--- src/rtl/alu_pkg.sv ---
// Shared definitions for the sequential ALU: opcodes, FSM states, flag indices.
package alu_pkg;

    // Operation select codes driven by the ALU control decoder
    localparam logic [3:0] ALU_AND  = 4'b0000;
    localparam logic [3:0] ALU_OR   = 4'b0001;
    localparam logic [3:0] ALU_ADD  = 4'b0010;
    localparam logic [3:0] ALU_SLL  = 4'b0011;
    localparam logic [3:0] ALU_SRL  = 4'b0100;
    localparam logic [3:0] ALU_SRA  = 4'b0101;
    localparam logic [3:0] ALU_SUB  = 4'b0110;
    localparam logic [3:0] ALU_SLT  = 4'b0111;
    localparam logic [3:0] ALU_MUL  = 4'b1000;
    localparam logic [3:0] ALU_NOR  = 4'b1001;
    localparam logic [3:0] ALU_SLTU = 4'b1010;
    localparam logic [3:0] ALU_NAND = 4'b1100;
    localparam logic [3:0] ALU_XOR  = 4'b1101;
    localparam logic [3:0] ALU_NOP  = 4'b1111;

    // Control FSM: idle/single-cycle, or waiting on the iterative multiplier
    typedef enum logic {
        ST_IDLE = 1'b0,
        ST_MUL  = 1'b1
    } alu_state_t;

    // Bit positions inside the registered flag vector
    localparam int FLAG_V    = 0;
    localparam int FLAG_N    = 1;
    localparam int FLAG_Z    = 2;
    localparam int FLAG_C    = 3;
    localparam int NUM_FLAGS = 4;

    // True for every code the ALU implements; MUL only when the multiplier exists
    function automatic logic is_legal(input logic [3:0] code, input bit mul_en);
        logic legal;
        case (code)
            ALU_AND, ALU_OR, ALU_ADD, ALU_SLL, ALU_SRL, ALU_SRA, ALU_SUB,
            ALU_SLT, ALU_NOR, ALU_SLTU, ALU_NAND, ALU_XOR, ALU_NOP: legal = 1'b1;
            ALU_MUL: legal = mul_en;
            default: legal = 1'b0;
        endcase
        return legal;
    endfunction

endpackage

--- src/rtl/alu_mul_iter.sv ---
// Iterative shift-add multiplier: one multiplier bit per cycle, WIDTH cycles.
// o_product/o_high_nz/o_done are valid combinationally in the final iteration
// cycle so the caller can register the result on that same edge.
module alu_mul_iter
    import alu_pkg::*;
#(
    parameter int WIDTH = 32
) (
    input  logic             clk,
    input  logic             reset,
    input  logic             i_start,
    input  logic [WIDTH-1:0] i_a,
    input  logic [WIDTH-1:0] i_b,
    output logic             o_done,
    output logic [WIDTH-1:0] o_product,
    output logic             o_high_nz
);
    localparam int             CW   = $clog2(WIDTH);
    localparam logic [CW-1:0]  LAST = CW'(WIDTH - 1);

    logic [2*WIDTH-1:0] r_acc;
    logic [2*WIDTH-1:0] r_mcand;
    logic [WIDTH-1:0]   r_mplier;
    logic [CW-1:0]      r_count;
    logic               r_busy;
    logic [2*WIDTH-1:0] w_acc_next;

    assign w_acc_next = r_mplier[0] ? (r_acc + r_mcand) : r_acc;
    assign o_done     = r_busy & (r_count == LAST);
    assign o_product  = w_acc_next[WIDTH-1:0];
    assign o_high_nz  = |w_acc_next[2*WIDTH-1:WIDTH];

    // Load operands on start, then add the shifted multiplicand per multiplier bit
    always_ff @(posedge clk or posedge reset) begin
        if (reset) begin
            r_acc    <= '0;
            r_mcand  <= '0;
            r_mplier <= '0;
            r_count  <= '0;
            r_busy   <= 1'b0;
        end else if (i_start && !r_busy) begin
            r_acc    <= '0;
            r_mcand  <= {{WIDTH{1'b0}}, i_a};
            r_mplier <= i_b;
            r_count  <= '0;
            r_busy   <= 1'b1;
        end else if (r_busy) begin
            r_acc    <= w_acc_next;
            r_mcand  <= r_mcand << 1;
            r_mplier <= r_mplier >> 1;
            r_count  <= r_count + CW'(1);
            if (r_count == LAST) begin
                r_busy <= 1'b0;
            end
        end
    end

endmodule

--- src/rtl/alu_seq.sv ---
// Registered ALU with valid/ready on both sides. Single-cycle ops answer the
// cycle after accept; MUL runs through alu_mul_iter and answers WIDTH+1 later.
module alu_seq
    import alu_pkg::*;
#(
    parameter int WIDTH  = 32,
    parameter bit MUL_EN = 1'b1
) (
    input  logic             i_clk,
    input  logic             i_reset,
    input  logic             i_in_valid,
    output logic             o_in_ready,
    input  logic [WIDTH-1:0] i_op1,
    input  logic [WIDTH-1:0] i_op2,
    input  logic [3:0]       i_alu_control_code,
    output logic             o_out_valid,
    input  logic             i_out_ready,
    output logic [WIDTH-1:0] o_result,
    output logic             o_v_flag,
    output logic             o_n_flag,
    output logic             o_z_flag,
    output logic             o_c_flag,
    output logic             o_ill_flag
);
    localparam int SW  = $clog2(WIDTH);
    localparam int MSB = WIDTH - 1;

    alu_state_t             r_state, w_state_next;
    logic [WIDTH-1:0]       r_result;
    logic [NUM_FLAGS-1:0]   r_flags;
    logic                   r_ill, r_out_valid;

    logic                   w_accept, w_is_mul, w_mul_start, w_load;
    logic                   w_mul_done, w_mul_high_nz;
    logic [WIDTH-1:0]       w_mul_product;
    logic [WIDTH:0]         w_sum, w_diff;
    logic                   w_add_v, w_sub_v, w_sub_c;
    logic [SW-1:0]          w_shamt;
    logic [WIDTH-1:0]       w_res, w_load_res;
    logic                   w_v, w_c, w_load_v, w_load_c, w_load_ill;
    logic [NUM_FLAGS-1:0]   w_load_flags;

    assign o_in_ready  = (r_state == ST_IDLE) & (~r_out_valid | i_out_ready);
    assign w_accept    = i_in_valid & o_in_ready;
    assign w_is_mul    = (i_alu_control_code == ALU_MUL) & MUL_EN;
    assign w_mul_start = w_accept & w_is_mul;

    assign w_sum   = {1'b0, i_op1} + {1'b0, i_op2};
    assign w_diff  = {1'b0, i_op1} - {1'b0, i_op2};
    assign w_add_v = (i_op1[MSB] == i_op2[MSB]) & (w_sum[MSB] != i_op1[MSB]);
    assign w_sub_v = (i_op1[MSB] != i_op2[MSB]) & (w_diff[MSB] != i_op1[MSB]);
    assign w_sub_c = ~w_diff[WIDTH];
    assign w_shamt = i_op2[SW-1:0];

    generate
        if (MUL_EN) begin : g_mul
            alu_mul_iter #(.WIDTH(WIDTH)) u_mul (
                .clk       (i_clk),
                .reset     (i_reset),
                .i_start   (w_mul_start),
                .i_a       (i_op1),
                .i_b       (i_op2),
                .o_done    (w_mul_done),
                .o_product (w_mul_product),
                .o_high_nz (w_mul_high_nz)
            );
        end else begin : g_no_mul
            assign w_mul_done    = 1'b0;
            assign w_mul_product = '0;
            assign w_mul_high_nz = 1'b0;
        end
    endgenerate

    // Single-cycle datapath: result plus overflow/carry for the selected op
    always_comb begin
        w_res = '0;
        w_v   = 1'b0;
        w_c   = 1'b0;
        case (i_alu_control_code)
            ALU_AND:  w_res = i_op1 & i_op2;
            ALU_OR:   w_res = i_op1 | i_op2;
            ALU_NOR:  w_res = ~(i_op1 | i_op2);
            ALU_NAND: w_res = ~(i_op1 & i_op2);
            ALU_XOR:  w_res = i_op1 ^ i_op2;
            ALU_SLL:  w_res = i_op1 << w_shamt;
            ALU_SRL:  w_res = i_op1 >> w_shamt;
            ALU_SRA:  w_res = $unsigned($signed(i_op1) >>> w_shamt);
            ALU_ADD: begin
                w_res = w_sum[WIDTH-1:0];
                w_v   = w_add_v;
                w_c   = w_sum[WIDTH];
            end
            ALU_SUB: begin
                w_res = w_diff[WIDTH-1:0];
                w_v   = w_sub_v;
                w_c   = w_sub_c;
            end
            // Signed less-than is the sign of the true difference: n ^ v
            ALU_SLT: begin
                w_res = {{(WIDTH-1){1'b0}}, w_diff[MSB] ^ w_sub_v};
                w_v   = w_sub_v;
                w_c   = w_sub_c;
            end
            ALU_SLTU: begin
                w_res = {{(WIDTH-1){1'b0}}, ~w_sub_c};
                w_v   = w_sub_v;
                w_c   = w_sub_c;
            end
            default: w_res = '0;
        endcase
    end

    // Select what gets registered: multiplier result, NOP replay, or datapath
    always_comb begin
        w_load_res = w_res;
        w_load_v   = w_v;
        w_load_c   = w_c;
        w_load_ill = ~is_legal(i_alu_control_code, MUL_EN);
        if (r_state == ST_MUL) begin
            w_load_res = w_mul_product;
            w_load_v   = w_mul_high_nz;
            w_load_c   = 1'b0;
            w_load_ill = 1'b0;
        end
        w_load_flags         = '0;
        w_load_flags[FLAG_V] = w_load_v;
        w_load_flags[FLAG_C] = w_load_c;
        w_load_flags[FLAG_N] = w_load_res[MSB];
        w_load_flags[FLAG_Z] = ~|w_load_res;
        if ((r_state == ST_IDLE) && (i_alu_control_code == ALU_NOP)) begin
            w_load_res   = r_result;
            w_load_flags = r_flags;
        end
    end

    // FSM state register; reset aborts any multiply in flight
    always_ff @(posedge i_clk or posedge i_reset) begin
        if (i_reset) begin
            r_state <= ST_IDLE;
        end else begin
            r_state <= w_state_next;
        end
    end

    // Next state and output-register load strobe
    always_comb begin
        w_state_next = r_state;
        w_load       = 1'b0;
        case (r_state)
            ST_IDLE: begin
                if (w_accept) begin
                    if (w_is_mul) begin
                        w_state_next = ST_MUL;
                    end else begin
                        w_load = 1'b1;
                    end
                end
            end
            ST_MUL: begin
                if (w_mul_done) begin
                    w_state_next = ST_IDLE;
                    w_load       = 1'b1;
                end
            end
            default: w_state_next = ST_IDLE;
        endcase
    end

    // Response registers: load a new response, else drop valid once consumed
    always_ff @(posedge i_clk or posedge i_reset) begin
        if (i_reset) begin
            r_result    <= '0;
            r_flags     <= '0;
            r_ill       <= 1'b0;
            r_out_valid <= 1'b0;
        end else if (w_load) begin
            r_result    <= w_load_res;
            r_flags     <= w_load_flags;
            r_ill       <= w_load_ill;
            r_out_valid <= 1'b1;
        end else if (i_out_ready) begin
            r_out_valid <= 1'b0;
        end
    end

    assign o_out_valid = r_out_valid;
    assign o_result    = r_result;
    assign o_v_flag    = r_flags[FLAG_V];
    assign o_n_flag    = r_flags[FLAG_N];
    assign o_z_flag    = r_flags[FLAG_Z];
    assign o_c_flag    = r_flags[FLAG_C];
    assign o_ill_flag  = r_ill;

endmodule
--- config.mk ---
export PLATFORM = sky130hd
export DESIGN_NAME = alu_seq
export DESIGN_NICKNAME = d
export VERILOG_FILES = /design/src/rtl/alu_pkg.sv /design/src/rtl/alu_mul_iter.sv /design/src/rtl/alu_seq.sv
export SDC_FILE = /design/constraint.sdc
export NUM_CORES = 1
export LEC_CHECK = 0
export CAP_MARGIN = 30
export CORE_MARGIN = 3
export CORE_UTILIZATION = 40
export CTS_BUF_LIST = sky130_fd_sc_hd__clkbuf_4
export DETAILED_ROUTE_END_ITERATION = 6
export SYNTH_ARGS = -nofsm -noshare
export SYNTH_HDL_FRONTEND = slang
export SYNTH_SLANG_ARGS = --single-unit
export TNS_END_PERCENT = 5
--- constraint.sdc ---
create_clock -name i_clk -period 7.9 [get_ports i_clk]
set_input_delay 1.185 -clock i_clk [delete_from_list [all_inputs] [get_ports i_clk]]
set_output_delay 1.185 -clock i_clk [all_outputs]
set_load 0.01 [all_outputs]
After elaboration in Yosys (flattened, before gate mapping):

Memories as Yosys holds them, arrays and structs flattened.
Cells that the tools add are included.

* add/sub/neg operators: 4
* equality and inequality tests: 18
* shifts and indexed selects: 3
* multiplexer cells: 29
* bitwise operators: 18
* reduce and logical (&&, ||, !) cells: 11

Operator list (count)
* $pmux W32 S12: 1
* $mux W64: 5
* $mux W32: 3
* $add A64 B64 Y64: 1
* $not A32 Y32: 2
* $reduce_or A32 Y1: 2
* $add A32 B32 Y33: 1
* $sub A32 B32 Y33: 1
* $and A32 B32 Y32: 1
* $or A32 B32 Y32: 1
* $shl A32 B5 Y32: 1
* $shr A32 B5 Y32: 1
* $sshr A32 B5 Y32: 1
* $xor A32 B32 Y32: 1
* $eq A4 B4 Y1 const B: 6
* $eq A4 B3 Y1 const B: 4
* $mux W1: 14
* $mux W5: 2
* $eq A4 B2 Y1 const B: 2
* $pmux W1 S2: 4
* $and A1 B1 Y1: 6
* $add A5 B1 Y5 const B: 1
* $eq A5 B5 Y1 const B: 1
* $not A1 Y1: 5
* other kinds (11): 16

* bits in registers: 205
* ROM bits: 16
* input bits: 72
* output and inout bits: 39
* logic and storage cells: 94
* memories kept: 1

Memory list
* (no name shown): depth 16, width 1, rd ports 1, clocked after memory_dff 0, wr ports 0, RTL line alu_pkg.sv:36 `case (code)`

Depth between registers and ports, before layout:

Gate-level depths: netlist of the first run.

* depth in word-level cells: 8
* depth in mapped cells: 25
* mapped depth without buffers: 22

Cells and area by module:

Synthesis of the first run repeated with hierarchy kept, for this count alone.

* cell total of the unflattened synthesis: 3149
* area, all modules: 24757.5 sq um

Modules (own cells, without submodules)
* alu_seq: times used 1, cells an instance 1797, area an instance 13165.1 sq um, seq. area each 950.9 sq um
* alu_mul_iter: times used 1, cells an instance 1352, area an instance 11592.4 sq um, seq. area each 4154.0 sq um

Least setup slack after synthesis of the first run:

OpenSTA, ideal clock, no wires.

* path kind: input to register
* from: in i_op2[3]
* to: reg r_flags[2]
* data arrival time: 5.676 ns
* data required time: 7.797 ns
* path slack: 2.121 ns
* stages on the path: 25
* buffers on the path: 4
* path through: clkbuf_1 -> clkinv_1 -> buf_1 -> clkbuf_1 -> ha_1 -> buf_2 -> nor4b_1 -> o311a_1 -> a211oi_1 -> o21ai_1 -> a21oi_1 -> o221a_2 -> nor2_1 -> nor2_1 -> o21ai_0 -> fa_1 -> nand2b_1 -> o32ai_1 -> a222oi_1 -> o211ai_1 -> a21oi_1 -> nand3_1 -> nor4_1 -> nand3_1 -> o41ai_2

* longest elaborated chain between the ends: 8
* elaborated cells on any way between the ends: 17
* classes of those cells: add/sub: 2; eq/ne: 1; shift: 3; mux: 2; bitwise: 7; reduce/logical: 2

Ends and longest elaborated chain
* from (decl): RTL line alu_seq.sv:14 `input logic [WIDTH-1:0] i_op2,`
* $sub A32 B32 Y33: RTL line alu_seq.sv:49 `assign w_diff = {1'b0, i_op1} - {1'b0, i_op2};`
* $ne A1 B1 Y1: RTL line alu_seq.sv:51 `assign w_sub_v = (i_op1[MSB] != i_op2[MSB]) & (w_diff[MSB] != i_op1[MSB]);`
* $and A1 B1 Y1: RTL line alu_seq.sv:51
* $xor A1 B1 Y1: RTL line alu_seq.sv:100 `w_res = {{(WIDTH-1){1'b0}}, w_diff[MSB] ^ w_sub_v};`
* $pmux W32 S12 *: RTL line alu_seq.sv:79 `case (i_alu_control_code)`
* $mux W32 *: RTL line alu_seq.sv:119 `if (r_state == ST_MUL) begin`
* $reduce_or A32 Y1 *: RTL line alu_seq.sv:129 `w_load_flags[FLAG_Z] = ~|w_load_res;`
* $logic_not A1 Y1 *: RTL line alu_seq.sv:129
* to (signal assigned): RTL line alu_seq.sv:178 `r_flags <= w_load_flags;`
* to (decl): RTL line alu_seq.sv:30 `logic [NUM_FLAGS-1:0] r_flags;`

Mark *: on every way between the ends. The rest lies on a longest branch, timed or not.
A chain may end at the register's enable or synchronous reset.

Worst setup path in the final report of the first run:

* from: in i_op1[6]
* to: reg r_flags[2]

* longest elaborated chain between the ends: 8
* elaborated cells on any way between the ends: 17
* classes of those cells: add/sub: 2; eq/ne: 1; shift: 3; mux: 2; bitwise: 7; reduce/logical: 2

Ends and longest elaborated chain
* from (decl): RTL line alu_seq.sv:13 `input logic [WIDTH-1:0] i_op1,`
* $sub A32 B32 Y33: RTL line alu_seq.sv:49
* $ne A1 B1 Y1: RTL line alu_seq.sv:51
* $and A1 B1 Y1: RTL line alu_seq.sv:51
* $xor A1 B1 Y1: RTL line alu_seq.sv:100
* $pmux W32 S12 *: RTL line alu_seq.sv:79
* $mux W32 *: RTL line alu_seq.sv:119
* $reduce_or A32 Y1 *: RTL line alu_seq.sv:129
* $logic_not A1 Y1 *: RTL line alu_seq.sv:129

Marks and branches as above.

==> results of run 1 <==
worst max path at each step:
stage,start,end,slack [ns]
2_1_floorplan,i_reset,g_mul.u_mul.r_acc[0],1.15
6_report,i_op1[6],r_flags[2],1.92
5_1_grt,i_op1[10],r_flags[2],1.62
4_1_cts,i_op1[6],r_flags[2],2.08
3_5_place_dp,i_op1[6],r_flags[2],1.15
3_3_place_gp,i_op1[1],r_flags[2],1.28
registers in the layout, indices dropped and copies added, names as in the netlist:
register	flops
r_state	1
g_mul.u_mul.r_count	5
g_mul.u_mul.r_acc	64
g_mul.u_mul.r_mcand	64
o_result	31
g_mul.u_mul.r_mplier	32
o_out_valid	1
r_flags	4
o_ill_flag	1
g_mul.u_mul.r_busy	1
cell families (layout without fill, tap and decap cells):
family / after synthesis / count (layout) / synth area share
mux: 217 / 217 / 0.119
fa+ha+maj: 175 / 175 / 0.0973
simple gates: 937 / 937 / 0.181
xor+xnor: 104 / 104 / 0.0399
flops: 204 / 204 / 0.224
buf+inv: 321 / 407 / 0.0562
other cells: 0 / 2 / 0
compound gates: 978 / 978 / 0.282
worst min-delay path, stage by stage (launching register included):
cell,delay (ns)
dfrtp_1,0.34
nand2_1,0.05
o21ai_0,0.07
metrics by stage:
step | util | instance area (um^2)
4_1_cts | 0.455 | 25400
5_1_grt | 0.455 | 25400
3_5_place_dp | 0.441 | 24600
6_report | 0.455 | 25400
2_1_floorplan | - | 22800
3_3_place_gp | 0.441 | 24600
cell usage in the layout, fill, tap and decap left out, types with 40 or more instances in the layout:
| master | Yosys | routed |
|---|---|---|
| xnor2_1 | 72 | 72 |
| buf_4 | 6 | 71 |
| nor3_1 | 50 | 49 |
| a22o_1 | 40 | 40 |
| dfrtp_1 | 204 | 202 |
| a211oi_1 | 41 | 41 |
| clkbuf_4 | 1 | 90 |
| nand3_1 | 42 | 41 |
| mux2i_1 | 145 | 145 |
| o21ai_0 | 251 | 251 |
| nand2_1 | 399 | 398 |
| nor2_1 | 280 | 279 |
| inv_1 | 111 | 110 |
| ha_1 | 171 | 171 |
| a21oi_1 | 246 | 246 |
| mux4_2 | 41 | 41 |
| clkdlybuf4s50_1 | 0 | 102 |
| a21o_1 | 43 | 43 |
power by group through the flow:
stage                     registers [mW]  logic (mW)  clock network [mW]
after floorplan                     1.07       0.500                   0
after global placement              1.07       0.818                   0
after detailed placement            1.07       0.816                   0
after CTS                           1.05       0.819                1.14
after global routing                1.05       0.889                1.19
final                               1.05       0.844                1.10
routing by layer:
layer	routed length (um)	share of wire	track usage	vias to the layer above
met5	0	0	0	-
met4	8630	0.077	0.238	0
met3	9030	0.080	0.0761	357
met2	51100	0.45	0.598	1252
met1	43700	0.39	0.437	11863
li1	-	-	-	10902
cell type report:
type                            count  area share
Inverter                          118      0.0177
Multi-Input combinational cell   2411       0.650
Antenna cell                        2    0.000197
Timing Repair Buffer              182      0.0632
Tap cell                          748      0.0369
Clock buffer                       90      0.0266
Sequential cell                   204       0.201
Clock inverter                     17     0.00449
==> run metrics, run 1 <==
total track usage 0.366; H-tree depth 2; clock tree sinks 204; footprint of the multi-input gates 16500 um^2; Worst Tran Pin Value 1.14 ns; DP Cell Count 3663; Clock Pin Slew Worst Setup and Hold Paths 0.08 ns; gr ovfl total 0; ys async rst share 1.00; fraction of final layout cells sized beyond drive strength 1 0.100; CP delay by family, top compound AO/OA/AOI/OAI gates; Synth cell types 96; worst hold path stage count 2; Max FO, Critical Path 15; Total Wirelength between 100000 and 150000 um; EDFF count, synth 0; Final period util 0.757; synth-to-layout area growth 11.3%; Fin Hold WS 0.462 ns; Rows 86; Arrival @ worst endpoint 6.73 ns; final worst setup slack 1.92 ns; Iter 0 DRT Violations 2280; worst slack, placed 1.15 ns; Setup-failing EPs final 0; CP Cell Sequence clkdlybuf4s50_1 > inv_1 > ha_1 > nor2b_1 > o211ai_1 > a21boi_0 > a211oi_1 > o21ai_1 > a21oi_1 > o221a_2 > nor2_1 > nor2_1 > o21ai_0 > fa_1 > a31oi_1 > o22ai_1 > a222oi_1 > o21a_1 > o221ai_1 > o41ai_2; most frequent CP cell nor2_1; I/O pins approximately 110; most common cell in the netlist nand2_1; Seq pwr share 0.351; final std cells w/o fill roughly 3800; final net count 3224; Slew HR 0.236; Avg Cell Area, Syn 7.77 um^2; Num CTS Buffers 60; largest net degree at the start of global routing 94; CP Class in2reg; most frequent cells after synthesis 399 x nand2_1, 280 x nor2_1, 251 x o21ai_0; #FFs+latches synth 204; RSZ-0062 raised after global routing false; Worst path slowest cell clkdlybuf4s50_1; core footprint 55700 um^2; synthesized net count 3183; Bufs on Longest Clock Path 3; FILL cells approximately 5700; CP Launch Type input port; Yosys warning count 0; Leak 10.8 nW; Tot Pwr roughly 3 mW; clock share of power 0.367; PwrDens 118 nW/um^2; global-route wire length before repair 163000 um; antenna violations before repair 5; Max Freq 167 MHz; First-pass DRT Iterations 6; Hold Path Sink g_mul.u_mul.r_mplier[7]; CP max stage delay 0.78 ns; Die X ~240 um; hold_sp g_mul.u_mul.r_mplier[8]; Vias/cell 6.46; Skew-Pair Late Insertion Delay 0.87 ns; detailed-route DRC error count 0; top-area cell type share of the netlist area 0.224; clock skew between 0.04 and 0.05 ns; Synth area leaders dfrtp_1 22%, ha_1 9.4%, nand2_1 6.6%; Buf/Inv on CP 2; Routed Antenna Nets 0; Top FF cell, synth dfrtp_1; drt wl/cell 29.8 um; reg2reg start g_mul.u_mul.r_mcand[0]; R2R Path End r_flags[0]; Yosys top cell by area dfrtp_1; GPL Wtd Cong 1.05; HPWL after DPL about 86000 um; setup TNS 0 ns; switching share of power 0.369; Power Internal roughly 1.9 mW; vias in the first global route 23834; chip height 245 um; sequential-to-total area share from yosys stat 0.224; via count about 24000; register area 5110 um^2; Hold Buf Count CTS 0; Reg2Reg Setup Slack between 2 and 2.5 ns; max cap viols 0; maximum VDD drop 129 uV; Max Transition Viols Final 0; critical path depth 20; min Tclk post-route 5.98 ns; Cells after Synth 2936; CTS tree yes; Comb pwr share 0.282; # port buffers 110; Hold Crit Class reg2reg; CP endpoint kind flop; Synth Cell Area 22800 um^2; status finished clean; cts repair resizes 0; final hold viol count 0; switching power 1.11 mW; postcts setup bufs 0; Initial Utilization 0.409; clk root buf clkbuf_4; Reg2Reg Depth 16; Worst EP required 8.66 ns; Die Area 59900 um^2
(Power assumes the default switching activity.)
==> inputs of run 2 (changes only) <==
==> constraint.sdc (replaced) <==
create_clock -name i_clk -period 5.28 [get_ports i_clk]
set_input_delay 0.792 -clock i_clk [delete_from_list [all_inputs] [get_ports i_clk]]
set_output_delay 0.792 -clock i_clk [all_outputs]
set_load 0.01 [all_outputs]
==> run metrics, run 2 (same netlist as run 1, synthesis figures left out) <==
Slew HR 0.297 (+0.0610); Max Freq 194 MHz; global-route wire length before repair 167000 um (+2.3%); status finished clean; Die Area 59900 um^2 (unchanged); CTS tree yes; Bufs on Longest Clock Path 3 (unchanged); detailed-route DRC error count 0 (unchanged); PwrDens 167 nW/um^2 (+42%); Worst EP required 5.92 ns (-2.74 ns); maximum VDD drop 174 uV (+35%); clk root buf clkbuf_4; Setup-failing EPs final 0 (unchanged); CP max stage delay 0.68 ns (-0.10 ns); RSZ-0062 raised after global routing false; largest net degree at the start of global routing 116 (+23%); final net count 3419 (+6.0%); I/O pins 111 (unchanged); most frequent CP cell nand3_1; CP Cell Sequence ha_1 > nand2_1 > nor4_1 > nand3_1 > nand4_1 > nand3_1 > o21ai_1 > xor2_1 > mux2_2 > or4_1 > a2111oi_0 > nor4bb_1 > buf_4 > a21oi_1; clock skew 0.0757 ns (+0.0266 ns); Arrival @ worst endpoint 5.79 ns (-0.94 ns); clock tree sinks 204 (unchanged); synth-to-layout area growth 18.0%; Iter 0 DRT Violations 2556 (+12%); core footprint 55700 um^2 (unchanged); Initial Utilization 0.409 (unchanged); max cap viols 0 (unchanged); Largest regs g_mul.u_mul.r_acc (64), g_mul.u_mul.r_mcand (64), g_mul.u_mul.r_mplier (32); Final period util 0.976; Worst Tran Pin Value 1.03 ns (-0.111 ns); Max Transition Viols Final 0 (unchanged); # port buffers 110 (unchanged); critical path depth 14 (-30%); Fin Hold WS 0.346 ns (-0.116 ns); FILL cells 5617 (-2.2%); gr ovfl total 0 (unchanged); CP endpoint kind flop; Vias/cell 6.34 (-1.9%); Leak 11.7 nW (+8.9%); Rows 86 (unchanged); CP Class reg2reg; register area 5110 um^2 (unchanged); CP Launch Type flop; First-pass DRT Iterations 6 (unchanged); Clock Pin Slew Worst Setup and Hold Paths 0.07 ns (about the same); vias in the first global route 25208 (+5.8%); Die X 245 um (unchanged); Buf/Inv on CP 1 (-1); final std cells w/o fill 3965 (+5.1%); GPL Wtd Cong 1.08 (+2.9%); Total Wirelength 114000 um (+1.1%); Hold Buf Count CTS 0 (unchanged); min Tclk post-route 5.15 ns; CP startpoint g_mul.u_mul.r_acc[17]; Placed Area 26200 um^2 (+6.4%); post-layout util 0.483 (+0.0275); via count 25144 (+3.2%); CP delay by family, top simple AND/OR/NAND/NOR gates; reg2reg start g_mul.u_mul.r_acc[17]; total track usage 0.373 (+0.00688); chip height 245 um (unchanged); DP Cell Count 3861 (+5.4%); HPWL after DPL 89100 um (+3.3%); final hold viol count 0 (unchanged); commonest non-fill, non-tap cell in the layout nand2_1; fin area 26900 um^2 (+6.0%); footprint of the multi-input gates 16500 um^2 (about the same); setup TNS 0 ns (unchanged); Reg2Reg Depth 14 (-2); Max FO, Critical Path 6 (-9); Hold Crit Class in2async; H-tree depth 2 (unchanged); drt wl/cell 28.7 um (-3.8%); Routed Antenna Nets 0 (unchanged); antenna violations before repair 4 (-1); Num CTS Buffers 57 (-5.0%); fraction of final layout cells sized beyond drive strength 1 0.153 (+0.0526); Skew-Pair Late Insertion Delay 0.86 ns (about the same); Worst path slowest cell nor4_1; cts repair resizes 0 (unchanged); postcts setup bufs 0 (unchanged); commonest non-fill, non-tap cells in the layout 399 x nand2_1, 279 x nor2_1, 262 x buf_4, 251 x o21ai_0, 245 x a21oi_1
[run 2: report_power, final]
part           total [mW]  switching, mW  internal, mW
combinational        1.40          0.863         0.537
sequential           1.57        0.00321          1.57
clock                1.53          0.760         0.769
total                4.50           1.63          2.87
[run 2: path summary, 6_finish.rpt]
path / slack, ns / to
worst max-delay path: 0.13 / r_flags[0]
worst min-delay path: 0.35 / g_mul.u_mul.r_mcand[62]
worst max register to register: 0.13 / r_flags[0]
worst min register to register: 0.45 / g_mul.u_mul.r_mplier[24]
max in group asynchronous: 3.91 / o_result[17]
min in group i_clk: 0.45 / g_mul.u_mul.r_mplier[24]
[run 2: layer usage]
layer	up-vias	GRT usage	wire, um
met5	-	0	0
met4	0	0.235	8400
met3	337	0.0611	8070
met2	1236	0.615	52400
met1	12279	0.454	44800
li1	11292	-	-
[run 2: final cells by class]
| class | instances | area share |
|---|---|---|
| Antenna cell | 4 | 0.000372 |
| Multi-Input combinational cell | 2411 | 0.612 |
| Inverter | 118 | 0.0166 |
| Sequential cell | 204 | 0.190 |
| Clock inverter | 17 | 0.00390 |
| Tap cell | 748 | 0.0348 |
| Clock buffer | 83 | 0.0232 |
| Timing Repair Buffer | 380 | 0.119 |
[run 2: stage by stage]
step,setup WS [ns],total power [mW]
after floorplan,-0.106,2.35
after global placement,-0.501,2.96
after detailed placement,-0.610,2.96
after CTS,0.230,4.52
after global routing,0.0217,4.72
final,0.126,4.50
